File: config.mk
export PLATFORM = sky130hd
export DESIGN_NAME = page_table_walker_flat
export DESIGN_NICKNAME = d
export VERILOG_FILES = /design/src/rtl/page_table_walker_pkg.sv /design/src/rtl/page_table_walker_if.sv /design/src/rtl/page_table_walker_pte_check.sv /design/src/rtl/page_table_walker.sv /design/src/flat_wrapper.sv
export SDC_FILE = /design/constraint.sdc
export NUM_CORES = 1
export LEC_CHECK = 0
export ABC_AREA = 1
export CAP_MARGIN = 10
export CORE_UTILIZATION = 46
export CTS_CLUSTER_DIAMETER = 100
export CTS_CLUSTER_SIZE = 8
export DETAILED_ROUTE_END_ITERATION = 7
export PLACE_DENSITY = 0.94
export SLEW_MARGIN = 20
export SYNTH_ARGS = -nofsm -noshare
export SYNTH_HDL_FRONTEND = slang
export SYNTH_SLANG_ARGS = --single-unit
export TNS_END_PERCENT = 30
File: constraint.sdc
create_clock -name clk_in -period 3.1 [get_ports clk_in]
set_input_delay 0.31 -clock clk_in [delete_from_list [all_inputs] [get_ports clk_in]]
set_output_delay 0.31 -clock clk_in [all_outputs]
set_load 0.01 [all_outputs]
File: src/rtl/page_table_walker_pkg.sv
`default_nettype none
// ============================================================================
//  Module      : page_table_walker_pkg
//  Description : Shared types and constants for the page-table walker:
//                exception codes, PTE layout, walker FSM states and the
//                per-PTE action produced by the checker.
//  Revision    : 1.0  initial release
// ============================================================================
package page_table_walker_pkg;

    localparam int PTE_WIDTH          = 64;
    localparam int VPN_BITS_PER_LEVEL = 9;
    localparam int PPN_WIDTH          = 44;

    typedef enum logic [1:0] {
        MMU_EXC_NONE         = 2'd0,
        MMU_EXC_PAGE_FAULT   = 2'd1,
        MMU_EXC_ACCESS_FAULT = 2'd2
    } mmu_exception_e;

    typedef struct packed {
        logic [9:0]           reserved;
        logic [PPN_WIDTH-1:0] ppn;
        logic [5:0]           rsvd;
        logic                 x;
        logic                 w;
        logic                 r;
        logic                 v;
    } pte_t;

    typedef enum logic [1:0] {
        IDLE  = 2'd0,
        ISSUE = 2'd1,
        WAIT  = 2'd2,
        RESP  = 2'd3
    } ptw_state_e;

    // Outcome of evaluating one PTE: step down one level or finish the walk
    typedef enum logic {
        PTE_ACT_DESCEND = 1'b0,
        PTE_ACT_DONE    = 1'b1
    } pte_action_e;

endpackage
`default_nettype wire

File: src/rtl/page_table_walker_if.sv
`default_nettype none
// ============================================================================
//  Module      : page_table_walker_if
//  Description : Bundles the mmu translation handshake and the PTE memory
//                read port. The slave modport is the walker's view; the
//                master modport is the view of the mmu/memory environment.
//  Revision    : 1.0  initial release
// ============================================================================
interface page_table_walker_if
    import page_table_walker_pkg::*;
#(
    parameter int PHYS_MEM_SIZE = 18,
    parameter int PAGESIZE      = 12,
    parameter int VADDR_SIZE    = 48
) ();

    localparam int VPN_W = VADDR_SIZE - PAGESIZE;
    localparam int PFN_W = PHYS_MEM_SIZE - PAGESIZE;

    // mmu translation request / response
    logic                     req_valid_in;
    logic                     req_ready_out;
    logic [VPN_W-1:0]         req_vpn_in;
    logic [PFN_W-1:0]         root_pfn_in;
    logic                     resp_valid_out;
    logic                     resp_ready_in;
    logic [PFN_W-1:0]         resp_pfn_out;
    mmu_exception_e           resp_exception_out;

    // PTE memory read port
    logic                     mem_req_valid_out;
    logic                     mem_req_ready_in;
    logic [PHYS_MEM_SIZE-1:0] mem_req_addr_out;
    logic                     mem_resp_valid_in;
    logic [PTE_WIDTH-1:0]     mem_resp_data_in;

    modport slave (
        input  req_valid_in, req_vpn_in, root_pfn_in, resp_ready_in,
               mem_req_ready_in, mem_resp_valid_in, mem_resp_data_in,
        output req_ready_out, resp_valid_out, resp_pfn_out, resp_exception_out,
               mem_req_valid_out, mem_req_addr_out
    );

    modport master (
        output req_valid_in, req_vpn_in, root_pfn_in, resp_ready_in,
               mem_req_ready_in, mem_resp_valid_in, mem_resp_data_in,
        input  req_ready_out, resp_valid_out, resp_pfn_out, resp_exception_out,
               mem_req_valid_out, mem_req_addr_out
    );

endinterface
`default_nettype wire

File: src/rtl/page_table_walker_pte_check.sv
`default_nettype none
// ============================================================================
//  Module      : page_table_walker_pte_check
//  Description : Purely combinational evaluation of one fetched PTE at a
//                given walk level: decides whether to descend, or finishes
//                with a PFN or a fault.
//  Revision    : 1.0  initial release
// ============================================================================
module page_table_walker_pte_check
    import page_table_walker_pkg::*;
#(
    parameter int PFN_W   = 6,
    parameter int VPN_W   = 36,
    parameter int LEVEL_W = 2
) (
    input  wire pte_t             pte_i,
    input  wire [LEVEL_W-1:0]     level_i,
    input  wire [VPN_W-1:0]       vpn_i,
    output pte_action_e           next_action_o,
    output logic [PFN_W-1:0]      next_table_pfn_o,
    output logic [PFN_W-1:0]      pfn_o,
    output mmu_exception_e        exception_o
);

    logic                 w_is_leaf;
    logic                 w_invalid;
    logic [31:0]          w_shamt;
    logic [PPN_WIDTH-1:0] w_low_mask;
    logic [PPN_WIDTH-1:0] w_vpn_ext;
    logic [PPN_WIDTH-1:0] w_leaf_pfn;
    logic                 w_misaligned;
    logic                 w_ppn_oob;
    logic                 w_pfn_oob;
    logic                 w_unused_pte_bits;

    assign w_is_leaf  = pte_i.r | pte_i.x;
    // Write-only pages are reserved encodings and fault like invalid PTEs
    assign w_invalid  = !pte_i.v || (pte_i.w && !pte_i.r);

    // Superpage leaves keep 9*level low VPN bits as the page offset
    assign w_shamt    = 32'(level_i) * 32'(VPN_BITS_PER_LEVEL);
    assign w_low_mask = ~({PPN_WIDTH{1'b1}} << w_shamt);
    assign w_vpn_ext  = PPN_WIDTH'(vpn_i);
    assign w_leaf_pfn = (pte_i.ppn & ~w_low_mask) | (w_vpn_ext & w_low_mask);

    assign w_misaligned = (level_i != '0) && ((pte_i.ppn & w_low_mask) != '0);
    assign w_ppn_oob    = (pte_i.ppn >> PFN_W) != '0;
    assign w_pfn_oob    = (w_leaf_pfn >> PFN_W) != '0;

    // Only the table PPN bits that can address physical memory are kept;
    // the rest are proven zero by the range check before descending.
    assign next_table_pfn_o  = pte_i.ppn[PFN_W-1:0];
    assign w_unused_pte_bits = ^{pte_i.reserved, pte_i.rsvd};

    // Fault priority: invalid, non-leaf at bottom, table out of range,
    // misaligned superpage, leaf out of range
    always_comb begin
        next_action_o = PTE_ACT_DONE;
        pfn_o         = '0;
        exception_o   = MMU_EXC_NONE;
        if (w_invalid) begin
            exception_o = MMU_EXC_PAGE_FAULT;
        end else if (!w_is_leaf) begin
            if (level_i == '0) begin
                exception_o = MMU_EXC_PAGE_FAULT;
            end else if (w_ppn_oob) begin
                exception_o = MMU_EXC_ACCESS_FAULT;
            end else begin
                next_action_o = PTE_ACT_DESCEND;
            end
        end else if (w_misaligned) begin
            exception_o = MMU_EXC_PAGE_FAULT;
        end else if (w_pfn_oob) begin
            exception_o = MMU_EXC_ACCESS_FAULT;
        end else begin
            pfn_o = w_leaf_pfn[PFN_W-1:0];
        end
    end

endmodule
`default_nettype wire

File: src/rtl/page_table_walker.sv
`default_nettype none
// ============================================================================
//  Module      : page_table_walker
//  Description : Radix page-table walker. Accepts one translation miss at a
//                time, issues one PTE read per level on a single-outstanding
//                memory port and returns a PFN or an exception to the mmu.
//  Revision    : 1.0  initial release
// ============================================================================
module page_table_walker
    import page_table_walker_pkg::*;
#(
    parameter int PHYS_MEM_SIZE = 18,
    parameter int PAGESIZE      = 12,
    parameter int VADDR_SIZE    = 48
) (
    input  wire                 clk_in,
    input  wire                 rst_N_in,
    page_table_walker_if.slave  ptw_bus
);

    localparam int VPN_W   = VADDR_SIZE - PAGESIZE;
    localparam int PFN_W   = PHYS_MEM_SIZE - PAGESIZE;
    localparam int LEVELS  = VPN_W / VPN_BITS_PER_LEVEL;
    localparam int LEVEL_W = $clog2(LEVELS);

    ptw_state_e           state_q, state_d;
    logic [LEVEL_W-1:0]   level_q, level_d;
    logic [VPN_W-1:0]     vpn_q, vpn_d;
    logic [PFN_W-1:0]     table_pfn_q, table_pfn_d;
    logic [PFN_W-1:0]     resp_pfn_q, resp_pfn_d;
    mmu_exception_e       resp_exc_q, resp_exc_d;

    pte_action_e          w_action;
    logic [PFN_W-1:0]     w_next_table_pfn;
    logic [PFN_W-1:0]     w_pfn;
    mmu_exception_e       w_exc;
    logic [VPN_BITS_PER_LEVEL-1:0] w_vpn_idx;

    page_table_walker_pte_check #(
        .PFN_W   (PFN_W),
        .VPN_W   (VPN_W),
        .LEVEL_W (LEVEL_W)
    ) u_pte_check (
        .pte_i            (ptw_bus.mem_resp_data_in),
        .level_i          (level_q),
        .vpn_i            (vpn_q),
        .next_action_o    (w_action),
        .next_table_pfn_o (w_next_table_pfn),
        .pfn_o            (w_pfn),
        .exception_o      (w_exc)
    );

    // PTE index for the current level; address is derived from registered
    // state only, so it stays stable while a read is back-pressured
    assign w_vpn_idx = VPN_BITS_PER_LEVEL'(vpn_q >> (32'(level_q) * 32'(VPN_BITS_PER_LEVEL)));

    assign ptw_bus.req_ready_out      = (state_q == IDLE);
    assign ptw_bus.mem_req_valid_out  = (state_q == ISSUE);
    assign ptw_bus.mem_req_addr_out   = {table_pfn_q, PAGESIZE'({w_vpn_idx, 3'b000})};
    assign ptw_bus.resp_valid_out     = (state_q == RESP);
    assign ptw_bus.resp_pfn_out       = resp_pfn_q;
    assign ptw_bus.resp_exception_out = resp_exc_q;

    // Walk control: accept, issue read, evaluate PTE, hold result
    always_comb begin
        state_d     = state_q;
        level_d     = level_q;
        vpn_d       = vpn_q;
        table_pfn_d = table_pfn_q;
        resp_pfn_d  = resp_pfn_q;
        resp_exc_d  = resp_exc_q;
        case (state_q)
            IDLE: begin
                if (ptw_bus.req_valid_in) begin
                    vpn_d       = ptw_bus.req_vpn_in;
                    table_pfn_d = ptw_bus.root_pfn_in;
                    level_d     = LEVEL_W'(LEVELS - 1);
                    state_d     = ISSUE;
                end
            end
            ISSUE: begin
                if (ptw_bus.mem_req_ready_in) begin
                    state_d = WAIT;
                end
            end
            WAIT: begin
                if (ptw_bus.mem_resp_valid_in) begin
                    if (w_action == PTE_ACT_DESCEND) begin
                        table_pfn_d = w_next_table_pfn;
                        level_d     = level_q - 1'b1;
                        state_d     = ISSUE;
                    end else begin
                        resp_pfn_d  = w_pfn;
                        resp_exc_d  = w_exc;
                        state_d     = RESP;
                    end
                end
            end
            RESP: begin
                if (ptw_bus.resp_ready_in) begin
                    state_d = IDLE;
                end
            end
            default: state_d = IDLE;
        endcase
    end

    // State and walk context registers; reset abandons any walk in flight
    always_ff @(posedge clk_in or negedge rst_N_in) begin
        if (!rst_N_in) begin
            state_q     <= IDLE;
            level_q     <= '0;
            vpn_q       <= '0;
            table_pfn_q <= '0;
            resp_pfn_q  <= '0;
            resp_exc_q  <= MMU_EXC_NONE;
        end else begin
            state_q     <= state_d;
            level_q     <= level_d;
            vpn_q       <= vpn_d;
            table_pfn_q <= table_pfn_d;
            resp_pfn_q  <= resp_pfn_d;
            resp_exc_q  <= resp_exc_d;
        end
    end

endmodule
`default_nettype wire

File: src/flat_wrapper.sv
// flat-port wrapper written by rule: the top's interface ports become plain ports
module page_table_walker_flat import page_table_walker_pkg::*;
#(
    parameter int PHYS_MEM_SIZE = 18,
    parameter int PAGESIZE      = 12,
    parameter int VADDR_SIZE    = 48
)
  (clk_in, rst_N_in, ptw_bus_req_valid_in, ptw_bus_req_vpn_in, ptw_bus_root_pfn_in, ptw_bus_resp_ready_in, ptw_bus_mem_req_ready_in, ptw_bus_mem_resp_valid_in, ptw_bus_mem_resp_data_in, ptw_bus_req_ready_out, ptw_bus_resp_valid_out, ptw_bus_resp_pfn_out, ptw_bus_resp_exception_out, ptw_bus_mem_req_valid_out, ptw_bus_mem_req_addr_out);
  page_table_walker_if #(.PHYS_MEM_SIZE(PHYS_MEM_SIZE), .PAGESIZE(PAGESIZE), .VADDR_SIZE(VADDR_SIZE)) ptw_bus_i ();
  input  wire clk_in;
  input  wire rst_N_in;
  input wire logic [$bits(ptw_bus_i.req_valid_in)-1:0] ptw_bus_req_valid_in;
  input wire logic [$bits(ptw_bus_i.req_vpn_in)-1:0] ptw_bus_req_vpn_in;
  input wire logic [$bits(ptw_bus_i.root_pfn_in)-1:0] ptw_bus_root_pfn_in;
  input wire logic [$bits(ptw_bus_i.resp_ready_in)-1:0] ptw_bus_resp_ready_in;
  input wire logic [$bits(ptw_bus_i.mem_req_ready_in)-1:0] ptw_bus_mem_req_ready_in;
  input wire logic [$bits(ptw_bus_i.mem_resp_valid_in)-1:0] ptw_bus_mem_resp_valid_in;
  input wire logic [$bits(ptw_bus_i.mem_resp_data_in)-1:0] ptw_bus_mem_resp_data_in;
  output wire logic [$bits(ptw_bus_i.req_ready_out)-1:0] ptw_bus_req_ready_out;
  output wire logic [$bits(ptw_bus_i.resp_valid_out)-1:0] ptw_bus_resp_valid_out;
  output wire logic [$bits(ptw_bus_i.resp_pfn_out)-1:0] ptw_bus_resp_pfn_out;
  output wire logic [$bits(ptw_bus_i.resp_exception_out)-1:0] ptw_bus_resp_exception_out;
  output wire logic [$bits(ptw_bus_i.mem_req_valid_out)-1:0] ptw_bus_mem_req_valid_out;
  output wire logic [$bits(ptw_bus_i.mem_req_addr_out)-1:0] ptw_bus_mem_req_addr_out;
  assign ptw_bus_i.req_valid_in = ptw_bus_req_valid_in;
  assign ptw_bus_i.req_vpn_in = ptw_bus_req_vpn_in;
  assign ptw_bus_i.root_pfn_in = ptw_bus_root_pfn_in;
  assign ptw_bus_i.resp_ready_in = ptw_bus_resp_ready_in;
  assign ptw_bus_i.mem_req_ready_in = ptw_bus_mem_req_ready_in;
  assign ptw_bus_i.mem_resp_valid_in = ptw_bus_mem_resp_valid_in;
  assign ptw_bus_i.mem_resp_data_in = ptw_bus_mem_resp_data_in;
  assign ptw_bus_req_ready_out = ptw_bus_i.req_ready_out;
  assign ptw_bus_resp_valid_out = ptw_bus_i.resp_valid_out;
  assign ptw_bus_resp_pfn_out = ptw_bus_i.resp_pfn_out;
  assign ptw_bus_resp_exception_out = ptw_bus_i.resp_exception_out;
  assign ptw_bus_mem_req_valid_out = ptw_bus_i.mem_req_valid_out;
  assign ptw_bus_mem_req_addr_out = ptw_bus_i.mem_req_addr_out;
  page_table_walker #(.PHYS_MEM_SIZE(PHYS_MEM_SIZE), .PAGESIZE(PAGESIZE), .VADDR_SIZE(VADDR_SIZE)) u_core (.clk_in(clk_in), .rst_N_in(rst_N_in), .ptw_bus(ptw_bus_i));
endmodule
# Word level (Yosys, flattened, before mapping)
# Cells that the tools add are included.
# op_classes
n_addsub	1
mul	1
n_eq_ne	8
shift	2
n_mux	28
n_bitwise	7
reduce_logical	16
# op_table
op	n
$reduce_bool A44 Y1	3
$and A44 B44 Y44	2
$not A44 Y44	2
$and A36 B44 Y44	1
$or A44 B44 Y44	1
$shl A44 B6 Y44 const A	1
$mux W6	7
$shr A36 B6 Y9	1
$mux W2	14
$pmux W6 S2	1
$ne A2 B2 Y1 const B	5
$pmux W2 S4	1
$reduce_and A4 Y1	2
$mul A2 B4 Y6 const B	1
$eq A2 B2 Y1 const B	2
$logic_not A2 Y1	2
$mux W1	4
$pmux W2 S2	1
$reduce_bool A2 Y1	2
$reduce_and A3 Y1	1
$eq A2 B1 Y1 const B	1
$logic_and A1 B1 Y1	2
$logic_not A1 Y1	2
$reduce_and A2 Y1	1
other kinds (3)	3
# word_totals
register_bits	54
wordCells	69

# Logic depth before layout (Yosys ltp)
# depth
depth_word	11
mapped_depth	17
mapped_depth_nobuf	14

# Hierarchy
# From an unflattened synthesis, not the netlist that was laid out.
# hier_totals
cells_unflattened	458
hier_area_um2	3284.4
# by_module_without_submodules
module	instances	cells_per_inst	area_each_um2	seq_area_each_um2
page_table_walker	1	333	2670.1	1351.3
page_table_walker_pte_check	1	125	614.3	0.0

# Worst setup path after synthesis
# OpenSTA, ideal clock, no wires.
# synth_timing
path_type	reg2reg
from	register u_core.level_q[1]
to	register u_core.resp_exc_q[1], in the netlist u_core.ptw_bus.resp_exception_out[1]
setup_ns	0.116
t_arrival_ns	1.954
slack_ns	1.030
stages_incl_launch_ff	17
n_path_buf	3
path_cell_list	dfrtp_1 > buf_6 > inv_4 > buf_6 > clkbuf_1 > ha_1 > inv_2 > nand2_2 > inv_2 > nand2_1 > nand3_1 > nor2_4 > nand3_1 > nand2_1 > nand2_1 > nand2_1 > nand2_1
# synth_via
elab_chain_len	11
elab_cells_between_ends	22
classes_between	mul: 1; shift: 1; mux: 8; bitwise: 6; reduce/logical: 6
# synth_lines
element	line_no	text
from (decl)	page_table_walker.sv:27	logic [LEVEL_W-1:0] level_q, level_d;
from (signal assigned)	page_table_walker.sv:119	level_q <= level_d;
$mul A2 B4 Y6	page_table_walker_pte_check.sv:41	assign w_shamt = 32'(level_i) * 32'(VPN_BITS_PER_LEVEL);
$shl A44 B6 Y44	page_table_walker_pte_check.sv:42	assign w_low_mask = ~({PPN_WIDTH{1'b1}} << w_shamt);
$not A44 Y44	page_table_walker_pte_check.sv:42	
$not A44 Y44	page_table_walker_pte_check.sv:44	assign w_leaf_pfn = (pte_i.ppn & ~w_low_mask) | (w_vpn_ext & w_low_mask);
$and A44 B44 Y44	page_table_walker_pte_check.sv:44	
$or A44 B44 Y44	page_table_walker_pte_check.sv:44	
$reduce_bool A44 Y1	page_table_walker_pte_check.sv:48	assign w_pfn_oob = (w_leaf_pfn >> PFN_W) != '0;
$mux W2	page_table_walker_pte_check.sv:73	end else if (w_pfn_oob) begin
$mux W2	page_table_walker_pte_check.sv:71	end else if (w_misaligned) begin
$mux W2	page_table_walker_pte_check.sv:63	end else if (!w_is_leaf) begin
$mux W2	page_table_walker_pte_check.sv:61	if (w_invalid) begin
to (signal assigned)	page_table_walker.sv:123	resp_exc_q <= resp_exc_d;
to (decl)	page_table_walker.sv:31	mmu_exception_e resp_exc_q, resp_exc_d;
# Parallel ways exist; a longest one is shown, timed or not.
# A chain may end at the register's enable or synchronous reset.

# Worst setup path after layout
# layout_timing
from	register u_core.level_q[0]
to	output port ptw_bus_mem_req_addr_out[6]
# layout_via
elab_chain_len	2
# layout_lines
element	line_no	text
$mul A2 B4 Y6	page_table_walker.sv:55	assign w_vpn_idx = VPN_BITS_PER_LEVEL'(vpn_q >> (32'(level_q) * 32'(VPN_BITS_PER_LEVEL)));
$shr A36 B6 Y9	page_table_walker.sv:55	
to (decl)	flat_wrapper.sv:24	output wire logic [$bits(ptw_bus_i.mem_req_addr_out)-1:0] ptw_bus_mem_req_addr_out;
# No other way between the ends.

==> flow_summary.yaml <==
clock_tree:
  clk_pin_slew_worst_paths_ns: 0.11
  insertion_delay_ns: 0.32
  cts_setup_buffers: 0
  cts_root_buffer: "clkbuf_8"
  postCtsResizedCells: 0
  numCtsBuffers: 5
  ctsLongestPathBuffers: 2
  cts_tree: "yes"
  cts_sinks: 54
  h-tree-depth: 2
  postCtsHoldBufs: 0
logic_synthesis:
  synth_edf_count: 0
  yosysMostFrequentCell: "nand2_1"
  synth_top_area_share_pct: 42.5
  synth_top_area_cell: "dfrtp_1"
  ys.warnings.count: 0
  yosys_most_used_dff: "dfrtp_1"
  ys_types: 32
  yosysSeqAreaShare_pct: 42.5
  syn_area_per_cell_um2: 7.72
  ys_top_cells_by_area: "dfrtp_1 (43%), nand2_1 (12%), nor2_1 (8.0%), mux2_1 (5.3%), o21ai_0 (4.9%)"
  async_flop_share_pct: 100
  synth_area_um2: 3180
  synth_commonest_cells: "nand2_1 (104), nor2_1 (68), dfrtp_1 (54)"
  syn_inst: 412
  synth-seq-cells: 54
placement:
  io_buffers: 121
  place.gp.congestion: 0.864
  place_area_um2: 4410
  hpwl_um: 7140
worst_setup_path:
  reg2regPathDepth: 14
  start_kind: "register"
  crit_fanout: 23
  slowest_stage: "clkdlybuf4s50_1"
  timing.rr.end: "u_core.ptw_bus.resp_pfn_out[5]$_DFFE_PN0P_"
  r2r_setup_slack_ns: 0.67
  end_kind: "primary output"
  critPathArrivalTime_ns: 2.16
  crit_type: "reg2out"
  path_cells: "buf_4 > inv_1 > buf_4 > o21ai_0 > o21ai_0 > clkdlybuf4s50_1"
  critPathMaxStageDelay_ns: 0.58
  startpoint: "u_core.level_q[0]$_DFFE_PN0P_"
  cp.required_ns: 2.79
  reg2reg_from: "u_core.level_q[1]$_DFFE_PN0P_"
routing:
  routed_wl_um: 9120
  vias: 3215
  drt_iter0_markers: 166
  ant_nets: 0
  drc: 0
  drt_first_pass_iters: 4
  wl_per_cell_um: 15.0
  vias_per_cell: 5.31
timing:
  slew_viol_final: 0
  min_period_ns: 2.47
  finClkSkew_ns: 0.00853
  rsz0062_at_grt: "no"
  max_freq_mhz: 405
  finalSetupTns_ns: 0
  maxSlewHeadroom_pct: 36.1
  tightest_slew_ns: 0.955
  setup_viol: 0
  finalHoldViolCount: 0
  finalCritPeriodShare_pct: 79.7
floorplan:
  io_pins: 141
  fp-row-count: 29
  die_h_um: 85.1
  dieArea_um2: 7250
  die_x_um: 85.1
  start_util_pct: 49.0
  core_area_um2: 6490
grt:
  overflow: 0
  gr-usage-met1_pct: 31.1
  first_global_vias: 3302
  grt_max_degree: 47
  grt-busiest-layer: "met2"
  antenna_found_initial: 0
  grt_usage_pct: 26.2
  met3_usage_pct: 4.67
  grt_pass1_wl_um: 14900
  met2_usage_pct: 45.7
power_and_ir_drop:
  p_per_area_nw_per_um2: 818
  power.leakage_nw: 2.04
  irDropWorstVdd_mv: 0.397
outcome:
  status: "finished, final reports clean"
job:
  max-cap-violations: 0
layout:
  fin_nets: 643
  syn_to_final_growth_pct: 42.5
  n_antenna_cell: 0
  fill_cells: 490
  design_area_um2: 4530
  drive_gt1_share_pct: 9.26
min_path:
  hp-class: "in2async"
## layer usage
| metal | vias up | part of all wire (%) |
|---|---|---|
| met5 | - | 0 |
| met3 | 38 | 6.3 |
| met4 | 0 | 4.5 |
| met2 | 149 | 51 |
| met1 | 1467 | 39 |
| li1 | 1561 | - |
## registers in the layout (all words and copies together) (netlist names)
signal / count
u_core.level_q: 2
u_core.ptw_bus.resp_exception_out: 2
u_core.ptw_bus.resp_pfn_out: 6
u_core.state_q: 2
u_core.table_pfn_q: 6
u_core.vpn_q: 36
## per-stage QoR
stage	std cells	hold slack, ns	total power [mW]	worst slack [ns]	utilization, %
after floorplan	414	0.0144	2.41	1.03	-
after global placement	598	0.454	3.11	0.781	68.0
after detailed placement	598	0.462	3.20	0.738	68.0
after CTS	606	0.135	3.71	0.648	69.8
after global routing	606	0.153	3.97	0.460	69.8
final	606	0.107	3.71	0.628	69.8
## power by group
group / internal [mW] / switching (mW)
clock: 0.246 / 0.251
combinational: 0.905 / 1.06
sequential: 1.02 / 0.231
## cell type report
class	count	area, um2	share of cell area (%)
sequential	54	1350	29.8
tap	77	96.3	2.13
timing repair buffer	124	1230	27.1
multi-input combinational	309	1610	35.5
inverter	34	130	2.87
clock buffer	5	68.8	1.52
clock inverter	3	48.8	1.08
## cells in the final DEF, fill, tap and decap left out, types with 2 or more instances in the layout
cell,instances
nor2_2,4
clkbuf_8,5
conb_1,3
a21oi_1,21
clkdlybuf4s50_1,120
nor2_4,2
nor2_1,68
nor3_1,2
nand4_1,15
mux2_2,11
nand3b_1,2
nand2_2,4
nand2_1,104
mux2_1,15
ha_1,3
buf_4,3
nand3_2,3
inv_2,7
or2_2,2
or2_1,2
inv_1,25
o22ai_1,4
dfrtp_1,54
nand3_1,9
o21ai_0,31
## kinds of logic after synthesis
kind of cell / Yosys count / synth area share [%]
and+or+nand+nor: 220 / 30.7
muxes: 26 / 9.21
DFF: 54 / 42.5
buffers and inverters: 51 / 7.16
AOI/OAI and AO/OA: 57 / 9.13
other: 1 / 0.118
adders and majority gates: 3 / 1.18
## worst max-delay path, delay by kind of cell (launching register included)
family / cells / cell delay [ns]
buf+inv: 4 / 1.12
compound gates: 2 / 0.36
flops: 1 / 0.37
## worst max path at each step
stage,to,depth (start not counted)
2_1_floorplan,u_core.ptw_bus.resp_exception_out[1]$_DFFE_PN0P_,16
3_3_place_gp,u_core.ptw_bus.resp_pfn_out[3]$_DFFE_PN0P_,14
3_5_place_dp,u_core.ptw_bus.resp_pfn_out[5]$_DFFE_PN0P_,14
4_1_cts,ptw_bus_mem_req_addr_out[6],6
5_1_grt,u_core.ptw_bus.resp_pfn_out[5]$_DFFE_PN0P_,12
6_report,ptw_bus_mem_req_addr_out[6],6
Power figures use the tool's default switching activity.
